### config.mk
export PLATFORM = sky130hd
export DESIGN_NAME = ra_count_capture
export DESIGN_NICKNAME = d
export VERILOG_FILES = /design/src/rtl/ra_count_capture.sv
export SDC_FILE = /design/constraint.sdc
export NUM_CORES = 1
export LEC_CHECK = 0
export CAP_MARGIN = 0
export CORE_MARGIN = 3
export CORE_UTILIZATION = 40
export CTS_BUF_LIST = sky130_fd_sc_hd__clkbuf_4 sky130_fd_sc_hd__clkbuf_8
export DETAILED_ROUTE_END_ITERATION = 6
export DONT_BUFFER_PORTS = 1
export PLACE_DENSITY = 0.57
export SLEW_MARGIN = 20
export SYNTH_ARGS = -nofsm -noshare
export SYNTH_HDL_FRONTEND = slang
export SYNTH_SLANG_ARGS = --single-unit
### constraint.sdc
create_clock -name clk -period 1.7 [get_ports clk]
set_input_delay 0.34 -clock clk [delete_from_list [all_inputs] [get_ports clk]]
set_output_delay 0.34 -clock clk [all_outputs]
set_load 0.05 [all_outputs]
### src/rtl/ra_count_capture.sv
// ra_count_capture: iteration counter driven by the RA controller strobes,
// with capture of the final count into a valid/ack result register.
module ra_count_capture #(
    parameter int CNT_W = 4
) (
    input  logic             clk,
    input  logic             clear,
    input  logic             cntclr,
    input  logic             cnten,
    input  logic             done,
    input  logic             ack,
    output logic [CNT_W-1:0] count,
    output logic [CNT_W-1:0] result,
    output logic             valid,
    output logic             busy,
    output logic             ovf,
    output logic             lost
);
    typedef enum logic [1:0] {IDLE, COUNT, HOLD} state_t;
    state_t state, state_nxt;
    logic             done_q, wrap, done_rise, run, cap, wrap_upd;
    logic [CNT_W:0]   sum;
    logic [CNT_W-1:0] cnt_upd;

    always_ff @(posedge clk or negedge clear)
        if (!clear) state <= IDLE;
        else        state <= state_nxt;

    always_comb
        state_nxt = cntclr ? COUNT :
                    (state == COUNT && done_rise) ? HOLD :
                    (state == HOLD && ack && valid) ? IDLE : state;

    always_comb begin
        busy      = state == COUNT;
        run       = state == COUNT;
        done_rise = done & ~done_q;
        cap       = run & done_rise & ~cntclr;
        sum       = {1'b0, count} + (CNT_W+1)'(1);
        cnt_upd   = (run & cnten) ? sum[CNT_W-1:0] : count;
        wrap_upd  = wrap | (run & cnten & sum[CNT_W]);
    end

    // Capture uses the post-increment count; a capture over an unacked result is dropped.
    always_ff @(posedge clk or negedge clear)
        if (!clear) begin
            done_q <= 1'b0;
            count  <= '0;
            wrap   <= 1'b0;
            result <= '0;
            ovf    <= 1'b0;
            valid  <= 1'b0;
            lost   <= 1'b0;
        end else begin
            done_q <= done;
            count  <= cntclr ? '0 : cnt_upd;
            wrap   <= cntclr ? 1'b0 : wrap_upd;
            if (cap && (!valid || ack)) begin
                result <= cnt_upd;
                ovf    <= wrap_upd;
            end
            valid <= cap | (valid & ~ack);
            lost  <= lost | (cap & valid & ~ack);
        end
endmodule

==> results of run 1 <==
-- cells by family after synthesis --
family          synth area share (%)
compound gates                  9.34
xor+xnor                        3.85
fa+ha+maj                       1.83
buf+inv                         2.75
flops                           54.9
mux                             8.97
simple gates                    18.3
-- layout by cell type (no fill, tap or decap), types with 2 or more instances in the layout --
cell / synthesis / routed
buf_4: 0 / 5
a21oi_1: 3 / 3
dfrtp_1: 15 / 15
nor2_1: 3 / 3
inv_1: 5 / 4
o21bai_1: 2 / 2
mux2_4: 2 / 2
xor2_1: 2 / 2
clkbuf_4: 0 / 4
nand2b_1: 2 / 2
mux2i_1: 2 / 2
nand2_1: 4 / 4
-- what timing repair did --
| action | CTS | global route |
|---|---|---|
| setup buffers | 0 | 0 |
| endpoints found under the hold margin | 15 | 0 |
| gates resized for setup | 0 | 1 |
| hold buffers | 1 | 0 |
| endpoints found under the setup margin | 0 | 1 |
-- Yosys cell counts (2+ instances only) --
master	instances	area, µm²
dfrtp_1	15	375
xor2_1	2	17.5
nand2_1	4	15.0
mux2_4	2	30.0
inv_1	5	18.8
o21bai_1	2	15.0
nand2b_1	2	12.5
nor2_1	3	11.3
a21oi_1	3	15.0
mux2i_1	2	20.0
-- worst max-delay path by stage --
stage                               from                     to  slack (ns)  cells after the start
detailed placement  state[1]$_DFFE_PN0P_  result[1]$_DFFE_PN0P_        0.33                      3
global route        state[1]$_DFFE_PN0P_                   busy        0.04                      2
CTS                 state[1]$_DFFE_PN0P_                   busy        0.06                      2
floorplan             count[1]$_DFF_PN0_  result[1]$_DFFE_PN0P_        0.08                      3
global placement    state[1]$_DFFE_PN0P_     count[1]$_DFF_PN0_        0.36                      4
finish              state[1]$_DFFE_PN0P_                   busy        0.13                      2
-- worst register-to-register path: cells and delay by family (launching register included) --
family | cells | cell delay (ns)
AND/OR/NAND/NOR | 2 | 0.50
flip-flops | 1 | 0.44
multiplexers | 1 | 0.32
-- sequential cells by signal (all words and copies together), names as in the netlist --
name	cells
count	4
done_q	1
lost	1
ovf	1
result	4
state	2
valid	1
wrap	1
-- cell type report --
| class | count | area [µm²] | area share, % |
|---|---|---|---|
| Clock buffer | 4 | 30.0 | 3.83 |
| Timing Repair Buffer | 6 | 47.5 | 6.06 |
| Multi-Input combinational cell | 36 | 289 | 36.8 |
| Sequential cell | 15 | 375 | 47.8 |
| Inverter | 5 | 22.5 | 2.87 |
| Tap cell | 16 | 20.0 | 2.55 |
-- layer usage --
metal / global-route usage, % / share of wire [%] / up-vias
li1: - / - / 217
met1: 17.8 / 46 / 216
met2: 19.0 / 47 / 9
met3: 4.98 / 6.1 / 2
met4: 4.97 / 0.71 / 0
met5: 0 / 0 / -
-- where the power goes --
part | leakage [nW] | switching, mW | internal [mW] | total, mW
Clock | 0.0184 | 0.109 | 0.107 | 0.215
Combinational | 0.175 | 0.0962 | 0.0650 | 0.161
Sequential | 0.195 | 0.146 | 0.398 | 0.545
Total | 0.388 | 0.351 | 0.570 | 0.921
==> flow_summary_export.csv, run 1 <==
group,metric,value,unit
logic_synthesis,postSynthAreaPerCell,12.2,µm²
sta,hold_slack,0.0860,ns
logic_synthesis,netlist_area,683,µm²
critical_path,worst_r2r_endpoint,"result[1]$_DFFE_PN0P_",
clocking,numCtsBuffers,3,
final_layout,syn2layout_area_growth,14.8,%
logic_synthesis,yosysWarningCount,0,
final_layout,utilization,50.3,%
die,start_util,43.8,%
sta,tns,0,ns
route,ant_nets,0,
critical_path,cp_slowest_cell,"dfrtp_1",
power,ir_drop,0.601,mV
placed_design,place_congestion,0.733,
critical_path,path_class,"reg -> out",
final_layout,final_layout_size_suffix_gt1_share,25.8,%
die,core,1560,µm²
flow_run,maxCapViolCount,0,
sta,rsz0062_at_grt,"false",
sta,clock_skew,0.00145,ns
sta,finalWorstSetupSlack,0.128,ns
route,viasPerCell,5.41,
clocking,numClockSinks,15,
die,dieWidth,47.3,µm
logic_synthesis,synthArstFlopShare,100,%
die,ios,18,
clocking,cts_root_buffer,"clkbuf_4",
power,pwr_density_cell,1170,nW/µm²
worst_hold_path,min-delay-start,"done",
worst_hold_path,worstHoldPathCells,0,
critical_path,rrSetupSlack,0.33,ns
logic_synthesis,syn_inst,56,
sta,finalHoldViolations,0,
critical_path,crit_path_max_incr_delay,0.44,ns
die,die_area,2240,µm²
logic_synthesis,synth-edff-count,0,
logic_synthesis,ys.flop_type,"dfrtp_1",
final_layout,nFillCells,139,
route,drc,0,
final_layout,layoutNonFillerInstCount,82,
critical_path,critPathBufInv,1,
clocking,clk_path_buf_depth,2,
logic_synthesis,synth-seq-cells,15,
grt,grt_pass1_vias,460,
critical_path,cp-end-kind,"output pin",
die,die_h,47.3,µm
critical_path,cp.required,1.36,ns
sta,finalCriticalPeriod,1.57,ns
route,post_drt_wl_per_cell,15.5,µm
sta,setup_viol,0,
logic_synthesis,ys_types,26,
grt,grt_max_degree,16,
critical_path,cp_cell_sequence,"nand2b_1 -> clkinvlp_4",
final_layout,finish.instance_area,785,µm²
clocking,clkTransAtPathRegs,0.09,ns
sta,tightest_slew,0.659,ns
placed_design,place_area,741,µm²
sta,max_freq,636,MHz
worst_hold_path,min_path_type,"in -> reg",
clocking,htreeDepth,1,
critical_path,critPathTopFamily,"flip-flops",
clocking,clk-insertion-delay-late,0.27,ns
grt,track_usage,13.2,%
route,dr.pass1.iters,2,
placed_design,hpwl,963,µm
run_status,status,"completed",
critical_path,arrival,1.23,ns
sta,finalCritPeriodShare,92.5,%
critical_path,cp-start-kind,"register",
logic_synthesis,yosysSeqAreaShare,54.9,%
clocking,tritoncts,"done",
critical_path,ff2ff_path_depth,3,
logic_synthesis,synth_nets,63,
grt,grt.overflow.total,0,
worst_hold_path,worstHoldEndpoint,"done_q$_DFF_PN0_",
die,rows,14,
final_layout,nets,74,
placed_design,dp_cells,77,
sta,slew_viol_final,0,
route,vias,444,
critical_path,rr_startpoint,"state[1]$_DFFE_PN0P_",
power,p_leak,0.388,nW
placed_design,port_buffers,0,
route,drt_iter0_drc,4,
route,routed_wl,1.27,mm
placed_design,place_worst_setup_slack,0.334,ns
sta,slew-limit-headroom,55.9,%
critical_path,critPathMaxFanout,5,
final_layout,antenna_cells,0,
grt,antenna_found_initial,0,
power,power,0.921,mW
grt,grt_pass1_wl,2.06,mm
Power figures use the tool's default switching activity.
==> run 2: changes to the inputs <==
--- a/config.mk
+++ b/config.mk
@@ -12,7 +12,7 @@
 export DETAILED_ROUTE_END_ITERATION = 6
 export DONT_BUFFER_PORTS = 1
 export PLACE_DENSITY = 0.57
-export SLEW_MARGIN = 20
+export SLEW_MARGIN = 15
 export SYNTH_ARGS = -nofsm -noshare
 export SYNTH_HDL_FRONTEND = slang
 export SYNTH_SLANG_ARGS = --single-unit
==> results of run 2 <==
No change in the layout: final DEF, timing and power equal those of run 1.
